===== src/rtl/mem_port_arbiter_pkg.sv =====
// Shared constants and types for the instruction/data memory port arbiter.
package mem_port_arbiter_pkg;

  localparam int DATA_WIDTH = 32;
  localparam int ADDR_WIDTH = 32;

  localparam logic [3:0] MEM_NOP = 4'h0;
  localparam logic [3:0] MEM_LB  = 4'h1;
  localparam logic [3:0] MEM_LH  = 4'h2;
  localparam logic [3:0] MEM_LW  = 4'h3;
  localparam logic [3:0] MEM_LBU = 4'h4;
  localparam logic [3:0] MEM_LHU = 4'h5;
  localparam logic [3:0] MEM_SB  = 4'h6;
  localparam logic [3:0] MEM_SH  = 4'h7;
  localparam logic [3:0] MEM_SW  = 4'h8;

  typedef enum logic [1:0] {
    ARB_IDLE    = 2'd0,
    ARB_BUSY_IF = 2'd1,
    ARB_BUSY_DM = 2'd2,
    ARB_RESP    = 2'd3
  } arb_state_e;

endpackage


===== src/rtl/mem_port_arbiter_if.sv =====
// Fetch, load/store and memory-bus signals; names follow the arbiter's view
// (slave = arbiter, master = requesters plus bus).
interface mem_port_arbiter_if;
  import mem_port_arbiter_pkg::*;

  logic                  if_req_i;
  logic [ADDR_WIDTH-1:0] if_addr_i;
  logic                  if_ack_o;
  logic [DATA_WIDTH-1:0] if_rdata_o;
  logic                  if_stall_o;

  logic                  dm_req_i;
  logic                  dm_we_i;
  logic [ADDR_WIDTH-1:0] dm_addr_i;
  logic [DATA_WIDTH-1:0] dm_wdata_i;
  logic [3:0]            dm_op_i;
  logic                  dm_ack_o;
  logic [DATA_WIDTH-1:0] dm_rdata_o;
  logic                  dm_err_o;
  logic                  dm_stall_o;

  logic                  bus_req_o;
  logic                  bus_we_o;
  logic [ADDR_WIDTH-1:0] bus_addr_o;
  logic [DATA_WIDTH-1:0] bus_wdata_o;
  logic [3:0]            bus_op_o;
  logic                  bus_ack_i;
  logic [DATA_WIDTH-1:0] bus_rdata_i;

  modport slave (
    input  if_req_i, if_addr_i,
    output if_ack_o, if_rdata_o, if_stall_o,
    input  dm_req_i, dm_we_i, dm_addr_i, dm_wdata_i, dm_op_i,
    output dm_ack_o, dm_rdata_o, dm_err_o, dm_stall_o,
    output bus_req_o, bus_we_o, bus_addr_o, bus_wdata_o, bus_op_o,
    input  bus_ack_i, bus_rdata_i
  );

  modport master (
    output if_req_i, if_addr_i,
    input  if_ack_o, if_rdata_o, if_stall_o,
    output dm_req_i, dm_we_i, dm_addr_i, dm_wdata_i, dm_op_i,
    input  dm_ack_o, dm_rdata_o, dm_err_o, dm_stall_o,
    input  bus_req_o, bus_we_o, bus_addr_o, bus_wdata_o, bus_op_o,
    output bus_ack_i, bus_rdata_i
  );

endinterface


===== src/rtl/mem_port_arbiter_timer.sv =====
// Bus wait counter: cleared outside an access, counts while enabled and
// flags the last permitted wait cycle.
module mem_arb_timer #(
  parameter int LIMIT = 16,
  parameter int CNT_W = $clog2(LIMIT + 1)
) (
  input  logic clk_i,
  input  logic rst_n_i,
  input  logic clr_i,
  input  logic en_i,
  output logic timeout_o
);

  logic [CNT_W-1:0] cnt_q;
  logic [CNT_W-1:0] cnt_d;
  logic             last_s;

  assign last_s    = (cnt_q == CNT_W'(LIMIT - 1));
  assign timeout_o = en_i & last_s;

  // Next count: holds at the last cycle so it can never wrap.
  always_comb begin
    cnt_d = cnt_q;
    if (clr_i) begin
      cnt_d = '0;
    end else if (en_i && !last_s) begin
      cnt_d = cnt_q + CNT_W'(1);
    end else begin
      cnt_d = cnt_q;
    end
  end

  // Counter register.
  always_ff @(posedge clk_i or negedge rst_n_i) begin
    if (!rst_n_i) begin
      cnt_q <= '0;
    end else begin
      cnt_q <= cnt_d;
    end
  end

endmodule


===== src/rtl/mem_port_arbiter.sv =====
// Shares one single-port memory bus between instruction fetch and the
// load/store port: IDLE -> BUSY_IF|BUSY_DM -> RESP -> IDLE.
module mem_port_arbiter
  import mem_port_arbiter_pkg::*;
#(
  parameter int STARVE_LIMIT = 4,
  parameter int TIMEOUT_CYC  = 16
) (
  input logic                clk_i,
  input logic                rst_n_i,
  mem_port_arbiter_if.slave  p
);

  localparam int STARVE_W = $clog2(STARVE_LIMIT + 1);

  arb_state_e            state_q, state_d;
  logic [STARVE_W-1:0]   starve_q, starve_d;
  logic                  bus_req_q, bus_req_d;
  logic                  bus_we_q, bus_we_d;
  logic [ADDR_WIDTH-1:0] bus_addr_q, bus_addr_d;
  logic [DATA_WIDTH-1:0] bus_wdata_q, bus_wdata_d;
  logic [3:0]            bus_op_q, bus_op_d;
  logic [DATA_WIDTH-1:0] rdata_q, rdata_d;
  logic                  err_q, err_d;
  logic                  if_ack_q, if_ack_d;
  logic                  dm_ack_q, dm_ack_d;
  logic                  busy_s;
  logic                  timeout_s;
  logic                  grant_dm_s;

  assign busy_s = (state_q == ARB_BUSY_IF) || (state_q == ARB_BUSY_DM);
  // DM normally wins; a starved fetch takes the bus once the limit is hit.
  assign grant_dm_s = p.dm_req_i &&
                      !(p.if_req_i && (starve_q == STARVE_W'(STARVE_LIMIT)));

  mem_arb_timer #(.LIMIT(TIMEOUT_CYC)) u_timer (
    .clk_i     (clk_i),
    .rst_n_i   (rst_n_i),
    .clr_i     (!busy_s),
    .en_i      (busy_s),
    .timeout_o (timeout_s)
  );

  // Next-state, grant and bus-field logic.
  always_comb begin
    state_d     = state_q;
    starve_d    = starve_q;
    bus_req_d   = bus_req_q;
    bus_we_d    = bus_we_q;
    bus_addr_d  = bus_addr_q;
    bus_wdata_d = bus_wdata_q;
    bus_op_d    = bus_op_q;
    rdata_d     = rdata_q;
    err_d       = err_q;
    if_ack_d    = 1'b0;
    dm_ack_d    = 1'b0;
    case (state_q)
      ARB_IDLE: begin
        if (grant_dm_s) begin
          state_d     = ARB_BUSY_DM;
          bus_req_d   = 1'b1;
          bus_we_d    = p.dm_we_i;
          bus_addr_d  = p.dm_addr_i;
          bus_wdata_d = p.dm_wdata_i;
          bus_op_d    = p.dm_op_i;
          if (p.if_req_i && (starve_q != STARVE_W'(STARVE_LIMIT))) begin
            starve_d = starve_q + STARVE_W'(1);
          end else begin
            starve_d = starve_q;
          end
        end else if (p.if_req_i) begin
          state_d     = ARB_BUSY_IF;
          bus_req_d   = 1'b1;
          bus_we_d    = 1'b0;
          bus_addr_d  = p.if_addr_i;
          bus_wdata_d = '0;
          bus_op_d    = MEM_LW;
          starve_d    = '0;
        end else begin
          state_d = ARB_IDLE;
        end
      end
      ARB_BUSY_IF, ARB_BUSY_DM: begin
        if (p.bus_ack_i || timeout_s) begin
          state_d   = ARB_RESP;
          bus_req_d = 1'b0;
          bus_we_d  = 1'b0;
          bus_op_d  = MEM_NOP;
          err_d     = !p.bus_ack_i;
          rdata_d   = (p.bus_ack_i && !bus_we_q) ? p.bus_rdata_i : '0;
          if_ack_d  = (state_q == ARB_BUSY_IF);
          dm_ack_d  = (state_q == ARB_BUSY_DM);
        end else begin
          state_d = state_q;
        end
      end
      ARB_RESP: begin
        state_d = ARB_IDLE;
        err_d   = 1'b0;
        rdata_d = '0;
      end
      default: begin
        state_d   = ARB_IDLE;
        bus_req_d = 1'b0;
        bus_op_d  = MEM_NOP;
        err_d     = 1'b0;
      end
    endcase
  end

  // State and output registers.
  always_ff @(posedge clk_i or negedge rst_n_i) begin
    if (!rst_n_i) begin
      state_q     <= ARB_IDLE;
      starve_q    <= '0;
      bus_req_q   <= 1'b0;
      bus_we_q    <= 1'b0;
      bus_addr_q  <= '0;
      bus_wdata_q <= '0;
      bus_op_q    <= MEM_NOP;
      rdata_q     <= '0;
      err_q       <= 1'b0;
      if_ack_q    <= 1'b0;
      dm_ack_q    <= 1'b0;
    end else begin
      state_q     <= state_d;
      starve_q    <= starve_d;
      bus_req_q   <= bus_req_d;
      bus_we_q    <= bus_we_d;
      bus_addr_q  <= bus_addr_d;
      bus_wdata_q <= bus_wdata_d;
      bus_op_q    <= bus_op_d;
      rdata_q     <= rdata_d;
      err_q       <= err_d;
      if_ack_q    <= if_ack_d;
      dm_ack_q    <= dm_ack_d;
    end
  end

  assign p.if_ack_o    = if_ack_q;
  assign p.if_rdata_o  = rdata_q;
  assign p.if_stall_o  = p.if_req_i & ~if_ack_q;
  assign p.dm_ack_o    = dm_ack_q;
  assign p.dm_rdata_o  = rdata_q;
  assign p.dm_err_o    = err_q;
  assign p.dm_stall_o  = p.dm_req_i & ~dm_ack_q;
  assign p.bus_req_o   = bus_req_q;
  assign p.bus_we_o    = bus_we_q;
  assign p.bus_addr_o  = bus_addr_q;
  assign p.bus_wdata_o = bus_wdata_q;
  assign p.bus_op_o    = bus_op_q;

endmodule

===== src/flat_wrapper.sv =====
// flat-port wrapper written by rule: the top's interface ports become plain ports
module mem_port_arbiter_flat import mem_port_arbiter_pkg::*;
#(
  parameter int STARVE_LIMIT = 4,
  parameter int TIMEOUT_CYC  = 16
)
  (clk_i, rst_n_i, p_if_req_i, p_if_addr_i, p_if_ack_o, p_if_rdata_o, p_if_stall_o, p_dm_req_i, p_dm_we_i, p_dm_addr_i, p_dm_wdata_i, p_dm_op_i, p_dm_ack_o, p_dm_rdata_o, p_dm_err_o, p_dm_stall_o, p_bus_req_o, p_bus_we_o, p_bus_addr_o, p_bus_wdata_o, p_bus_op_o, p_bus_ack_i, p_bus_rdata_i);
  mem_port_arbiter_if p_i ();
  input logic clk_i;
  input logic rst_n_i;
  input wire logic [$bits(p_i.if_req_i)-1:0] p_if_req_i;
  input wire logic [$bits(p_i.if_addr_i)-1:0] p_if_addr_i;
  output wire logic [$bits(p_i.if_ack_o)-1:0] p_if_ack_o;
  output wire logic [$bits(p_i.if_rdata_o)-1:0] p_if_rdata_o;
  output wire logic [$bits(p_i.if_stall_o)-1:0] p_if_stall_o;
  input wire logic [$bits(p_i.dm_req_i)-1:0] p_dm_req_i;
  input wire logic [$bits(p_i.dm_we_i)-1:0] p_dm_we_i;
  input wire logic [$bits(p_i.dm_addr_i)-1:0] p_dm_addr_i;
  input wire logic [$bits(p_i.dm_wdata_i)-1:0] p_dm_wdata_i;
  input wire logic [$bits(p_i.dm_op_i)-1:0] p_dm_op_i;
  output wire logic [$bits(p_i.dm_ack_o)-1:0] p_dm_ack_o;
  output wire logic [$bits(p_i.dm_rdata_o)-1:0] p_dm_rdata_o;
  output wire logic [$bits(p_i.dm_err_o)-1:0] p_dm_err_o;
  output wire logic [$bits(p_i.dm_stall_o)-1:0] p_dm_stall_o;
  output wire logic [$bits(p_i.bus_req_o)-1:0] p_bus_req_o;
  output wire logic [$bits(p_i.bus_we_o)-1:0] p_bus_we_o;
  output wire logic [$bits(p_i.bus_addr_o)-1:0] p_bus_addr_o;
  output wire logic [$bits(p_i.bus_wdata_o)-1:0] p_bus_wdata_o;
  output wire logic [$bits(p_i.bus_op_o)-1:0] p_bus_op_o;
  input wire logic [$bits(p_i.bus_ack_i)-1:0] p_bus_ack_i;
  input wire logic [$bits(p_i.bus_rdata_i)-1:0] p_bus_rdata_i;
  assign p_i.if_req_i = p_if_req_i;
  assign p_i.if_addr_i = p_if_addr_i;
  assign p_if_ack_o = p_i.if_ack_o;
  assign p_if_rdata_o = p_i.if_rdata_o;
  assign p_if_stall_o = p_i.if_stall_o;
  assign p_i.dm_req_i = p_dm_req_i;
  assign p_i.dm_we_i = p_dm_we_i;
  assign p_i.dm_addr_i = p_dm_addr_i;
  assign p_i.dm_wdata_i = p_dm_wdata_i;
  assign p_i.dm_op_i = p_dm_op_i;
  assign p_dm_ack_o = p_i.dm_ack_o;
  assign p_dm_rdata_o = p_i.dm_rdata_o;
  assign p_dm_err_o = p_i.dm_err_o;
  assign p_dm_stall_o = p_i.dm_stall_o;
  assign p_bus_req_o = p_i.bus_req_o;
  assign p_bus_we_o = p_i.bus_we_o;
  assign p_bus_addr_o = p_i.bus_addr_o;
  assign p_bus_wdata_o = p_i.bus_wdata_o;
  assign p_bus_op_o = p_i.bus_op_o;
  assign p_i.bus_ack_i = p_bus_ack_i;
  assign p_i.bus_rdata_i = p_bus_rdata_i;
  mem_port_arbiter #(.STARVE_LIMIT(STARVE_LIMIT), .TIMEOUT_CYC(TIMEOUT_CYC)) u_core (.clk_i(clk_i), .rst_n_i(rst_n_i), .p(p_i));
endmodule

===== config.mk =====
export PLATFORM = sky130hd
export DESIGN_NAME = mem_port_arbiter_flat
export DESIGN_NICKNAME = d
export VERILOG_FILES = /design/src/rtl/mem_port_arbiter_pkg.sv /design/src/rtl/mem_port_arbiter_if.sv /design/src/rtl/mem_port_arbiter_timer.sv /design/src/rtl/mem_port_arbiter.sv /design/src/flat_wrapper.sv
export SDC_FILE = /design/constraint.sdc
export NUM_CORES = 1
export LEC_CHECK = 0
export CORE_MARGIN = 5
export CORE_UTILIZATION = 30
export DETAILED_ROUTE_END_ITERATION = 12
export SYNTH_ARGS = -nofsm -noshare
export SYNTH_HDL_FRONTEND = slang
export SYNTH_SLANG_ARGS = --single-unit

===== constraint.sdc =====
create_clock -name clk_i -period 2.6 [get_ports clk_i]
set_input_delay 0.52 -clock clk_i [delete_from_list [all_inputs] [get_ports clk_i]]
set_output_delay 0.52 -clock clk_i [all_outputs]
set_load 0.02 [all_outputs]

==> results of run 1 <==
## critical path: stages
cell and delay, ns:
clkdlybuf4s50_1 0.50, nor2b_1 0.13, clkdlybuf4s50_1 0.65
## worst max-delay path by stage
| stage | cells after the start | end | from |
|---|---|---|---|
| global placement | 3 | p_if_stall_o | p_if_req_i |
| floorplan | 4 | p_dm_stall_o | p_dm_req_i |
| CTS | 3 | p_if_stall_o | p_if_req_i |
| detailed placement | 3 | p_if_stall_o | p_if_req_i |
| finish | 3 | p_if_stall_o | p_if_req_i |
| global route | 6 | u_core.p.dm_rdata_o[14] | u_core.u_timer.cnt_q[0] |
## power breakdown
part	internal, µW	leakage, µW	switching (µW)
clock	1520	0.000287	846
sequential	2490	0.00149	452
combinational	2230	0.00179	2950
## cell type report
type	count	area share
clock buffer	18	0.0502
clock inverter	14	0.0186
inverter	6	0.00257
multi-input combinational	391	0.236
sequential	115	0.329
tap	229	0.0327
timing repair buffer	290	0.331
## Yosys cell counts (all sizes together)
| cell | number | area [µm²] |
|---|---|---|
| nand2b | 3 | 18.8 |
| and2 | 5 | 31.3 |
| nor3 | 1 | 5.00 |
| mux2i | 1 | 10.0 |
| ha | 9 | 113 |
| nor2 | 1 | 3.75 |
| buf | 53 | 353 |
| a21oi | 3 | 15.0 |
| a22o | 7 | 61.3 |
| nand4b | 2 | 17.5 |
| nor2b | 4 | 25.0 |
| inv | 6 | 22.5 |
| and3 | 4 | 25.0 |
| or3 | 1 | 6.26 |
| nand4 | 32 | 200 |
| nand3 | 3 | 15.0 |
| clkbuf | 29 | 109 |
| xnor2 | 3 | 26.3 |
| o211ai | 32 | 240 |
| nand2 | 168 | 631 |
| nor3b | 3 | 32.5 |
| a21o | 1 | 7.51 |
| a311oi | 1 | 8.76 |
| nand3b | 2 | 15.0 |
| dfrtp | 115 | 2880 |
| o21ai | 101 | 509 |
| or2 | 2 | 12.5 |
| o21a | 1 | 7.51 |
| o31a | 1 | 8.76 |
## cells in the final DEF (no fill, tap or decap), types with 3 or more instances in the layout
master / Yosys / layout
a21oi_1: 3 / 3
buf_12: 0 / 3
dfrtp_1: 115 / 115
inv_1: 6 / 6
clkinv_2: 0 / 5
xnor2_1: 3 / 3
o21ai_0: 93 / 93
o211ai_1: 32 / 32
bufinv_16: 0 / 3
clkinvlp_4: 0 / 4
buf_4: 32 / 12
and3_1: 4 / 4
nand2b_1: 3 / 3
clkbuf_16: 0 / 17
ha_1: 9 / 9
clkdlybuf4s50_1: 0 / 274
a22o_1: 7 / 7
and2_1: 5 / 5
nand3_1: 3 / 3
nor2b_1: 4 / 4
o21ai_1: 7 / 7
nand4_1: 32 / 32
nand2_1: 168 / 168
## cell families after synthesis
logic type,share of synthesized area
DFF,0.532
buffers and inverters,0.0895
AOI/OAI and AO/OA,0.159
adders and majority gates,0.0208
xor gates and xnor gates,0.00486
muxes,0.00185
and+or+nand+nor,0.192
## sequential cells by signal, summed over array words and instances, names as in the netlist, 2 cells and up
| name | flops |
|---|---|
| u_core.p.bus_addr_o | 32 |
| u_core.p.bus_op_o | 4 |
| u_core.p.bus_wdata_o | 32 |
| u_core.p.dm_rdata_o | 32 |
| u_core.starve_q | 3 |
| u_core.state_q | 2 |
| u_core.u_timer.cnt_q | 5 |
## routing by layer
layer,global-route usage,routed length (µm),up-vias
li1,-,-,2452
met1,0.216,7570,2448
met2,0.278,8380,244
met3,0.0671,1860,33
met4,0.0668,452,0
met5,0,0,-
## through the flow
step / instance area [µm²] / hold slack (ns) / std cells / power (µW)
finish: 8760 / 0.0530 / 1063 / 10500
CTS: 8760 / 0.0587 / 1063 / 10700
floorplan: 5410 / 0.224 / 594 / 5870
detailed placement: 8150 / 0.469 / 1031 / 8210
global placement: 8150 / 0.463 / 1031 / 8100
global route: 8760 / 0.0759 / 1063 / 11200
==> reports/results.ini, run 1 <==
[sta]
min_period_ns = 2.32
fmax_mhz = 431
fin_tns_setup_ns = 0
slew_violations = 0
skew_ns = 0.00925
max_slew_margin = 0.647
timing_hold_violations_final = 0
setup_viol_count_final = 0
rsz0062_at_grt = false
worst_slack_ns = 0.277
worst_slew_pin_slew_ns = 0.529
period_share = 0.893

[logic_synthesis]
syn-num-nets = 741
netlist-cell-type-count = 35
ys_ff_latch = 115
synth_area_um2 = 5410
ys_seq_area_frac = 0.532
yosysWarningCount = 0
syn_inst = 594
syn_avg_cell_area_um2 = 9.10

[worst_setup_path]
reg2reg_to = u_core.p.dm_rdata_o[21]
r2r_cells = 6
rr_startpoint = u_core.u_timer.cnt_q[0]
ff2ff_setup_slack_ns = 0.38
cp.required_ns = 2.08
critical_path.max_fanout = 2
end_kind = output port
critPathKind = in2out
worstPathArrival_ns = 1.80
cp-start-kind = primary input

[floorplan]
core_area_um2 = 17800
rows = 49
die-area_um2 = 20800
die_w_um = 144
io_pins = 277
die-height_um = 144
start_util = 0.303

[drt]
routedWlPerCell_um = 17.2
postRouteWirelength_um = 18300
vias = 5177
drt_iter0_drc = 223
drtPass1Iterations = 4
viasPerCell = 4.87
drc = 0
ant_nets = 0

[global_route]
antenna_found_initial = 0
grt_pass1_vias = 5498
grt_usage = 0.175
grt_pass1_wl_um = 28500
grt_max_degree = 65
grt_overflow_total = 0

[run_status]
outcome = finished clean

[layout]
drive_gt1_frac = 0.0659
antenna_cells = 0
multi_input_area_um2 = 2070
syn2layout_area_growth_pct = 61.9
fin_util = 0.491
seq_area_um2 = 2880
final_nets = 968
final.fill_count = 1659

[cts]
cts_sinks = 115
post_cts_buffers = 0
post_cts_resized = 0
cts.clk_slew.worst_paths_ns = 0.05
postCtsHoldBufs = 0
cts_tree = done
htree_levels = 4
cts-buffers-inserted = 17
root_buffer = clkbuf_16
clk_path_buf_depth = 2
clkLatencyLatePin_ns = 0.42

[power_and_ir_drop]
p_leak_uw = 0.00357
p_per_area_nw_per_um2 = 1200
vdd_drop_max_uv = 520

[placement]
dp_slack_ns = 0.259
gp_congestion = 0.850
hpwlAfterDp_um = 13000
io_buffers = 276

[flow_run]
drv_cap = 0

[min_path]
hp-class = in2async

Power figures use the tool's default switching activity.
==> run 2: changes to the inputs <==
Settings changed: ABC_AREA set to 0, ABC_CLOCK_PERIOD_IN_PS set to 2600, CORE_MARGIN 5 to 2.
==> run 2 against run 1 <==
Net effect: largest power group unchanged; die area down 8.1%; final cell count increased by 0.38%; sequential cell count unchanged.
==> reports/results.ini, run 2 (same netlist as run 1, synthesis figures left out) <==
[run_status]
outcome = finished clean

[cts]
root_buffer = clkbuf_16
htree_levels = 4
post_cts_buffers = 0
post_cts_resized = 0
cts_tree = done
clk_path_buf_depth = 2
clkLatencyLatePin_ns = 0.41
cts-buffers-inserted = 17
cts.clk_slew.worst_paths_ns = 0.05
cts_sinks = 115
postCtsHoldBufs = 0

[sta]
timing_hold_violations_final = 0
fin_tns_setup_ns = 0
rsz0062_at_grt = false
min_period_ns = 2.31
skew_ns = 0.00727
fmax_mhz = 433
worst_slew_pin_slew_ns = 0.543
period_share = 0.888
max_slew_margin = 0.638
slew_violations = 0
setup_viol_count_final = 0

[power_and_ir_drop]
p_total_uw = 10300
vdd_drop_max_uv = 496
p_per_area_nw_per_um2 = 1180
p_leak_uw = 0.00356

[drt]
ant_nets = 0
vias = 5179
viasPerCell = 4.85
postRouteWirelength_um = 17800
drtPass1Iterations = 4
routedWlPerCell_um = 16.7
drc = 0
drt_iter0_drc = 212

[placement]
place_inst = 1035
hpwlAfterDp_um = 12500
gp_congestion = 0.827
io_buffers = 276

[global_route]
grt_pass1_wl_um = 28400
grt_usage = 0.187
antenna_found_initial = 0
grt_pass1_vias = 5271
grt_overflow_total = 0
grt_max_degree = 65

[worst_setup_path]
reg2reg_to = u_core.p.dm_rdata_o[1]
r2r_cells = 6
rr_startpoint = u_core.u_timer.cnt_q[0]
end_kind = output port
critPathKind = in2out
cp.required_ns = 2.08
worstPathArrival_ns = 1.79
ff2ff_setup_slack_ns = 0.40
critical_path.max_fanout = 2
cp-start-kind = primary input

[layout]
syn2layout_area_growth_pct = 61.3
mostFrequentLayoutCell = clkdlybuf4s50_1
antenna_cells = 0
drive_gt1_frac = 0.0668
layout_common_cells = clkdlybuf4s50_1, nand2_1, dfrtp_1
layout.cells.non_filler = 1067
final_nets = 972

[floorplan]
io_pins = 277
die-height_um = 138
start_util = 0.303
rows = 49
core_area_um2 = 17800
die-area_um2 = 19100
die_w_um = 138

[min_path]
hp-class = in2async

[flow_run]
drv_cap = 0

[run 2: cell count changes in the layout (fill, tap and decap cells not counted)]
cell	delta
buf_4	+4
bufinv_16	-2
clkbuf_1	+3
clkinv_2	+2
clkinv_4	-2
clkinvlp_4	-1
[run 2: where the power goes]
part           internal, µW  switching (µW)  total (µW)  leakage (µW)
sequential             2490             468        2960       0.00149
combinational          2240            2950        5190       0.00181
clock                  1320             808        2130      0.000262
[run 2: critical path, cell delays in order]
cell and delay (ns):
clkdlybuf4s50_1 0.49, nor2b_1 0.13, clkdlybuf4s50_1 0.65
[run 2: cell type report]
type	count	area (µm²)
Inverter	6	22.5
Sequential cell	115	2880
Tap cell	229	287
Clock inverter	11	87.6
Multi-Input combinational cell	391	2070
Clock buffer	21	450
Fill cell	1662	9120
Timing Repair Buffer	294	2930
[run 2: worst max-delay path by stage]
stage | startpoint | end | slack [ns] | cells past startpoint
after floorplan | p_dm_req_i | p_dm_stall_o | 0.48 | 4
after global placement | p_if_req_i | p_if_stall_o | 0.29 | 3
after detailed placement | p_if_req_i | u_core.p.bus_wdata_o[14] | 0.28 | 6
after CTS | p_if_req_i | p_if_stall_o | 0.28 | 3
after global routing | u_core.state_q[0] | u_core.p.dm_rdata_o[27] | 0.21 | 5
final | p_if_req_i | p_if_stall_o | 0.29 | 3
[run 2: stage by stage]
| step | setup slack (ns) | instance area, µm² | hold WS, ns | util |
|---|---|---|---|---|
| 2_1_floorplan | 0.477 | 5410 | 0.224 | - |
| 3_3_place_gp | 0.289 | 8180 | 0.463 | 0.459 |
| 3_5_place_dp | 0.278 | 8180 | 0.471 | 0.459 |
| 4_1_cts | 0.284 | 8720 | 0.0331 | 0.489 |
| 5_1_grt | 0.211 | 8720 | 0.0459 | 0.489 |
| 6_report | 0.290 | 8720 | 0.0394 | 0.489 |
[run 2: metal layers]
metal,up-vias,GRT usage,routed length (µm)
met5,-,0,0
met4,0,0.0618,250
met3,16,0.0700,1580
met2,243,0.308,8470
met1,2457,0.226,7480
li1,2463,-,-
